`config.mk`:
```
export PLATFORM = sky130hd
export DESIGN_NAME = dict_finder
export DESIGN_NICKNAME = d
export VERILOG_FILES = /design/src/rtl/dict_finder_pkg.sv /design/src/rtl/dict_finder_byte_eq.sv /design/src/rtl/dict_finder.sv
export SDC_FILE = /design/constraint.sdc
export NUM_CORES = 1
export LEC_CHECK = 0
export ABC_CLOCK_PERIOD_IN_PS = 11100
export CORE_MARGIN = 2
export CORE_UTILIZATION = 58
export CTS_CLUSTER_DIAMETER = 50
export DETAILED_ROUTE_END_ITERATION = 10
export PLACE_DENSITY = 0.83
export SYNTH_ARGS = -nofsm -noshare
export SYNTH_HDL_FRONTEND = slang
export SYNTH_SLANG_ARGS = --single-unit
```
`constraint.sdc`:
```
create_clock -name clk -period 11.1 [get_ports clk]
set_input_delay 2.22 -clock clk [delete_from_list [all_inputs] [get_ports clk]]
set_output_delay 2.22 -clock clk [all_outputs]
set_load 0.1 [all_outputs]
```
`src/rtl/dict_finder_pkg.sv`:
```
// Shared types for the dictionary finder: FSM states and entry-layout constants.
// Combinational definitions only; no latency and no flow control.
package dict_finder_pkg;

  typedef enum logic [3:0] {
    IDLE, LNK0, LNK1, LEN, CHK, RDN, RDT, CMP, RDOP, CAP, NEXT, DONE
  } finder_state_e;

  localparam logic [15:0] LINK_END = 16'hffff;
  localparam int          HDR_SZ   = 3;

endpackage

```
`src/rtl/dict_finder_byte_eq.sv`:
```
// Combinational byte compare with zero latency and no flow control.
// Define FINDER_NOCASE_EN to fold ASCII 'A'..'Z' to lower case on both operands.
module byte_eq #(
  parameter int W = 8
) (
  input  logic [W-1:0] a,
  input  logic [W-1:0] b,
  output logic         eq
);

`ifdef FINDER_NOCASE_EN
  function automatic logic [W-1:0] fold(input logic [W-1:0] c);
    fold = c;
    if (c >= W'(8'h41) && c <= W'(8'h5a)) fold = c | W'(8'h20);
  endfunction

  assign eq = (fold(a) == fold(b));
`else
  assign eq = (a == b);
`endif

endmodule

```
`src/rtl/dict_finder.sv`:
```
// Walks the linked-list dictionary newest-first looking for the TIB token; 5 cycles per
// length-mismatch hop, 6+3n for an n-byte match. Sole bus master while busy; start ignored then.
module dict_finder
  import dict_finder_pkg::*;
#(
  parameter int ASZ      = 17,
  parameter int DSZ      = 8,
  parameter int MAX_HOPS = 256
) (
  input  logic           clk,
  input  logic           rst_n,
  input  logic           start,
  input  logic [ASZ-1:0] ctx,
  input  logic [ASZ-1:0] tib,
  input  logic [7:0]     tlen,
  output logic           busy,
  output logic           done,
  output logic           hit,
  output logic           err,
  output logic [ASZ-1:0] lfa,
  output logic [ASZ-1:0] pfa,
  output logic [7:0]     op,
  output logic           mem_we,
  output logic [ASZ-1:0] mem_ai,
  input  logic [DSZ-1:0] mem_vo
);

  localparam int HW = $clog2(MAX_HOPS + 1);

  finder_state_e  state, state_nxt;
  logic [ASZ-1:0] ent, tib_q, ai_q;
  logic [7:0]     tlen_q, idx;
  logic [DSZ-1:0] name_q;
  logic [15:0]    link;
  logic [HW-1:0]  hops;
  logic [HW-1:0]  hops_inc;
  logic           name_eq;
  logic           len_eq;

  assign mem_we   = 1'b0;
  assign hops_inc = hops + HW'(1);
  assign len_eq   = (mem_vo == DSZ'(tlen_q));

  byte_eq #(.W(DSZ)) u_byte_eq (
    .a  (mem_vo),
    .b  (name_q),
    .eq (name_eq)
  );

  // Address is driven only in the reading states; otherwise the last one is held.
  always_comb begin
    mem_ai = ai_q;
    case (state)
      LNK0:    mem_ai = ent;
      LNK1:    mem_ai = ent + ASZ'(1);
      LEN:     mem_ai = ent + ASZ'(2);
      RDN:     mem_ai = ent + ASZ'(HDR_SZ) + ASZ'(idx);
      RDT:     mem_ai = tib_q + ASZ'(idx);
      RDOP:    mem_ai = ent + ASZ'(HDR_SZ) + ASZ'(tlen_q);
      default: mem_ai = ai_q;
    endcase
  end

  always_comb begin
    state_nxt = state;
    case (state)
      IDLE: if (start) state_nxt = (tlen == 8'd0) ? DONE : LNK0;
      LNK0: state_nxt = LNK1;
      LNK1: state_nxt = LEN;
      LEN:  state_nxt = CHK;
      CHK:  state_nxt = len_eq ? RDN : NEXT;
      RDN:  state_nxt = RDT;
      RDT:  state_nxt = CMP;
      CMP: begin
        if (!name_eq)                   state_nxt = NEXT;
        else if (idx == tlen_q - 8'd1)  state_nxt = RDOP;
        else                            state_nxt = RDN;
      end
      RDOP: state_nxt = CAP;
      CAP:  state_nxt = DONE;
      NEXT: begin
        if (link == LINK_END || hops_inc == HW'(MAX_HOPS)) state_nxt = DONE;
        else                                               state_nxt = LNK0;
      end
      DONE:    state_nxt = IDLE;
      default: state_nxt = IDLE;
    endcase
  end

  always_ff @(posedge clk or negedge rst_n) begin
    if (!rst_n) state <= IDLE;
    else        state <= state_nxt;
  end

  always_ff @(posedge clk or negedge rst_n) begin
    if (!rst_n) begin
      ai_q   <= '0;
      ent    <= '0;
      tib_q  <= '0;
      tlen_q <= '0;
      idx    <= '0;
      name_q <= '0;
      link   <= '0;
      hops   <= '0;
      busy   <= 1'b0;
      done   <= 1'b0;
      hit    <= 1'b0;
      err    <= 1'b0;
      lfa    <= '0;
      pfa    <= '0;
      op     <= '0;
    end else begin
      ai_q <= mem_ai;
      done <= 1'b0;
      case (state)
        IDLE: if (start) begin
          ent    <= ctx;
          tib_q  <= tib;
          tlen_q <= tlen;
          hops   <= '0;
          busy   <= 1'b1;
          hit    <= 1'b0;
          err    <= 1'b0;
        end
        LNK1: link[7:0]  <= 8'(mem_vo);
        LEN:  link[15:8] <= 8'(mem_vo);
        CHK:  idx        <= '0;
        RDT:  name_q     <= mem_vo;
        CMP:  if (name_eq) idx <= idx + 8'd1;
        CAP: begin
          op  <= 8'(mem_vo);
          lfa <= ent;
          pfa <= ent + ASZ'(HDR_SZ) + ASZ'(tlen_q);
          hit <= 1'b1;
        end
        NEXT: begin
          hops <= hops_inc;
          if (link != LINK_END) begin
            if (hops_inc == HW'(MAX_HOPS)) err <= 1'b1;
            else                           ent <= ASZ'(link);
          end
        end
        DONE: begin
          done <= 1'b1;
          busy <= 1'b0;
        end
        default: ;
      endcase
    end
  end

endmodule

```
Word-level counts from Yosys, hierarchy flattened
Index checks and enable logic that the tools add are counted.
Cells by class
  $add $sub $neg: 9
  eq/ne operators: 22
  muxes and demuxes: 24
  reduce and logical (&&, ||, !) cells: 14
Operators by type and width (number)
  one-hot mux 17 bit (6 select lines): 1
  adder 17 x 8 -> 17 bit: 3
  2-to-1 mux 17 bit: 3
  one-hot mux 4 bit (11 select lines): 1
  adder 17 x 2 -> 17 bit, second input constant: 2
  one-hot mux 17 bit (2 select lines): 1
  equality test 8 bit: 3
  2-to-1 mux 4 bit: 6
  one-hot mux 9 bit (2 select lines): 1
  adder 17 x 1 -> 17 bit, second input constant: 1
  equality test 16 bit, second input constant: 1
  equality test 4 x 3 -> 1 bit, second input constant: 4
  equality test 4 bit, second input constant: 4
  inequality test 16 bit, second input constant: 1
  one-hot mux 8 bit (2 select lines): 1
  inequality test 2 bit, second input constant: 5
  AND reduction 2 bit: 5
  adder 9 x 1 -> 9 bit, second input constant: 1
  equality test 9 bit, second input constant: 1
  2-to-1 mux 9 bit: 1
  adder 8 x 1 -> 8 bit, second input constant: 1
  equality test 4 x 2 -> 1 bit, second input constant: 2
  logical NOT 8 bit: 1
  2-to-1 mux 8 bit: 1
  8 further kinds: 18
Storage, ports and cells
  register bits after elaboration: 150

Depth between registers and ports, before layout
  word-level depth: 5
  gate-level depth with buffers: 17

Hierarchy
From an unflattened synthesis, not the netlist that was laid out.
Unflattened totals
  cells, all modules: 1060
  area, all modules: 8967.4 sq um
By module, submodules not included
  dict_finder: instances 1, cells each 1049, area an instance 8881.0 sq um
  byte_eq: instances 1, cells each 11, area an instance 86.3 sq um

Worst setup path after synthesis
OpenSTA, ideal clock, no wires.
  kind: register -> output
  from: register ent[1]
  to: output port mem_ai[13]
  arrival: 5.270 ns
  required time: 8.880 ns
  setup slack: 3.610 ns
  cell stages (with the launch flop): 17
  path buffers: 1
  cell sequence: dfrtp_1 > clkbuf_1 > inv_1 > ha_1 > a21oi_2 > nor3_1 > xor2_1 > mux2_2 > ha_1 > o21a_1 > o22a_1 > o31a_1 > a21boi_0 > nand3b_1 > xor2_1 > a2111oi_0 > nor3_1
On the way
  cells in the longest elaborated chain, start to end: 3
  elaborated cells between the ends (all ways): 6
  classes of those cells: add/sub (5); mux (1)
RTL lines
  start: declaration: line dict_finder.sv:31  | logic [ASZ-1:0] ent, tib_q, ai_q;
  start signal: assignment: line dict_finder.sv:117  | ent <= ctx;
  start signal: assignment: line dict_finder.sv:140  | else ent <= ASZ'(link);
  adder 17 x 2 -> 17 bit: line dict_finder.sv:57, dict_finder.sv:59
  adder 17 x 8 -> 17 bit, on equally long branches: line dict_finder.sv:59, dict_finder.sv:57
  one-hot mux 17 bit (6 select lines) *: line dict_finder.sv:53  | case (state)
  end: declaration: line dict_finder.sv:24  | output logic [ASZ-1:0] mem_ai,
Every way passes the cells marked *; elsewhere a longest branch is shown, timed or not.

Worst setup path after layout
  from: register state[0]
  to: output port mem_ai[12]
On the way
  cells in the longest elaborated chain, start to end: 2
  elaborated cells between the ends (all ways): 7
  classes of those cells: eq/ne (6); mux (1)
RTL lines
  start: declaration: line dict_finder.sv:30  | finder_state_e state, state_nxt;
  start signal: assignment: line dict_finder.sv:92  | else state <= state_nxt;
  equality test 4 bit, or another cell as far along: line dict_finder.sv:53
  one-hot mux 17 bit (6 select lines) *: line dict_finder.sv:53
Marks and branches as above.

==> results.tsv <==
metric	value	unit
Fin Setup TNS	0	ps
root buffer cell	clkbuf_16	
Final min period	8060	ps
crit path kind	reg -> out	
Fmax	124	MHz
Syn. warnings	0	
Clock Latency Late Sink	450	ps
Nets	1158	
vias in the first global route	7613	
H-Tree Depth	4	
mux cell area share after synthesis	8.83	%
io pins	117	
Crit Path Max Fanout	22	
largest net degree at the start of global routing	92	
Mapped Nets	1065	
# diodes	0	
nature of the critical path endpoint	output pin	
status	finished clean	
DR pass1 iterations	5	
Initial Util	58.8	%
Post-synth ARST share	100	%
ANT nets after route	0	
Final Max Tran Viols	0	
Via Count	7881	
drt drc	0	
RSZ-0062 raised after global routing	no	
Longest Clk Path Bufs	2	
Post-Synth XOR/XNOR Area	7.60	%
Final Hold Fails	0	
setup repair bufs after CTS	0	
Avg Vias per Cell	6.15	
max cap viols	0	
CP startpoint kind	flip-flop	
die height	128	µm
Non-Filler Instances	1281	
row cnt	45	
final wirelength	25200	µm
CTS tree	done	
Synth Instances	987	
global-route wire length before repair	40400	µm
DIE WIDTH	128	µm
worst path arrival time	5840	ps
worst min-delay path category	reg -> reg	
sequential cell area	3750	µm²
ratio of cells with drive above 1 in the final layout	9.42	%
# setup viols final	0	
antenna violations before repair	0	
multi-input logic area	4850	µm²
fill count	1193	
CTS resizes	0	
largest family of logic cells by synthesized area	simple AND/OR/NAND/NOR gates	
All-Layer GR Usage	32.3	%
wire per inst	19.6	µm
post-synthesis adder-cell area fraction	3.70	%
post-route cell area	10700	µm²
number of distinct library cells after synthesis	64	
Compound-Gate Fraction of Synth Area	14.2	%
EDFF count, synth	0	
post-synthesis sequential area ratio	42.3	%
DP Area	10100	µm²
skew final	8.62	ps
syn_area_per_cell	8.99	µm²
Core Region	15100	µm²
cts bufs inserted	17	
Synth Area in Simple Gates	20.2	%
Mapped Area	8870	µm²
total grt overflow	0	
Synth-to-Final Area Change	20.8	%
# port buffers	115	
Worst EP required	8880	ps
GPL Wtd Cong	0.931	
die area	16300	µm²
Hold Buf Count CTS	0	
Final Cycle Share	72.6	%
clock transition at the registers of the reported paths	60	ps
# placed instances	1249	
Yosys reg bits	150	
hpwl dp	18300	µm
Least-Margin Pin Slew	1050	ps
Sink Count	150	
Post-synth top flop	dfrtp_1	
initial DRC count	961	
slew margin rel.	29.3	%
==> cell type report <==
class	instances	area share [%]
clock inverter	13	1.37
sequential	150	35.0
timing repair buffer	124	11.4
clock buffer	19	4.13
multi-input combinational	769	45.3
tap	188	2.20
inverter	18	0.631
==> final timing paths <==
path	slack, ps	endpoint	from	depth (start not counted)
worst max-delay path	3040	mem_ai[12]	state[0]	16
worst min-delay path	480	lfa[12]	lfa[12]	2
worst max register to register	6580	ai_q[12]	state[0]	12
worst min register to register	480	lfa[12]	lfa[12]	2
max in group asynchronous	7980	lfa[15]	rst_n	2
min in group asynchronous	1860	pfa[4]	rst_n	1
==> critical path, cell delays in order (launching register included) <==
cell             delay (ps)
dfrtp_1                 720
nand4bb_1               430
buf_4                   360
nor2_1                   70
a21oi_1                 150
ha_1                    200
inv_1                    60
fa_1                    400
nor2b_1                 110
o21ai_0                 120
a21oi_1                 270
o21ai_0                 330
o311ai_1                350
o41ai_1                 150
nor4b_2                 290
o32a_1                  230
clkdlybuf4s50_1        1140
==> cell usage after synthesis, types with 22 or more instances <==
cell	count	share of area (%)
a21oi_1	34	1.9
o21ai_0	80	4.5
dfrtp_1	150	42
nand3_1	25	1.4
mux2i_1	22	2.5
xnor2_1	34	3.4
clkbuf_1	37	1.6
mux2_2	50	6.3
nand2_1	192	8.1
nor2_1	72	3.0
ha_1	23	3.2
xor2_1	43	4.2
nor3_1	22	1.2
==> state kept, by name, indices dropped and copies added, names as in the netlist <==
register / cells
ai_q: 17
busy: 1
name_q: 8
tib_q: 17
lfa: 17
ent: 17
pfa: 17
idx: 8
tlen_q: 8
state: 4
op: 8
done: 1
hops: 9
err: 1
hit: 1
link: 16
==> stage by stage <==
| stage | util [%] | hold WS, ps | worst slack (ps) |
|---|---|---|---|
| 2_1_floorplan | - | 442 | 3610 |
| 3_3_place_gp | 67.1 | 460 | 3830 |
| 3_5_place_dp | 67.1 | 472 | 3640 |
| 4_1_cts | 71.0 | 487 | 3140 |
| 5_1_grt | 71.0 | 520 | 2580 |
| 6_report | 71.0 | 482 | 3040 |
==> per-layer routing <==
layer / track usage, % / vias to the layer above / wire (µm)
li1: - / 3670 / -
met1: 43.1 / 3773 / 10800
met2: 51.6 / 366 / 11700
met3: 7.18 / 72 / 1850
met4: 13.4 / 0 / 807
met5: 0 / - / 0
==> layout by cell type, fill, tap and decap left out, types with 4 or more instances in the layout <==
| cell type | n |
|---|---|
| nand2_1 | 191 |
| dfrtp_1 | 150 |
| clkdlybuf4s50_1 | 114 |
| o21ai_0 | 80 |
| nor2_1 | 72 |
| mux2_2 | 50 |
| xor2_1 | 43 |
| xnor2_1 | 34 |
| a21oi_1 | 34 |
| nand3_1 | 25 |
| ha_1 | 23 |
| nor3_1 | 22 |
| mux2i_1 | 22 |
| inv_1 | 18 |
| clkbuf_16 | 17 |
| nand4_1 | 16 |
| nor4_1 | 12 |
| a211oi_1 | 11 |
| a31oi_1 | 11 |
| nand2b_1 | 10 |
| nor2b_1 | 9 |
| buf_4 | 9 |
| a21o_1 | 7 |
| o22ai_1 | 7 |
| nand3b_1 | 6 |
| o21a_1 | 6 |
| o31ai_1 | 5 |
| o211ai_1 | 5 |
| and2_1 | 4 |
| or2_2 | 4 |
| a221oi_1 | 4 |
| and3_1 | 4 |
==> logic make-up (layout without fill, tap and decap cells) <==
kind of cell | count (synthesis) | in the layout
and+or+nand+nor | 390 | 390
AOI/OAI and AO/OA | 204 | 204
DFF | 150 | 150
xor gates and xnor gates | 77 | 77
muxes | 72 | 72
buffers and inverters | 68 | 174
adders and majority gates | 25 | 25
other | 1 | 1
Power is not shown: default switching activity piles up to over one toggle a cycle in this logic, so the estimate is an artifact.
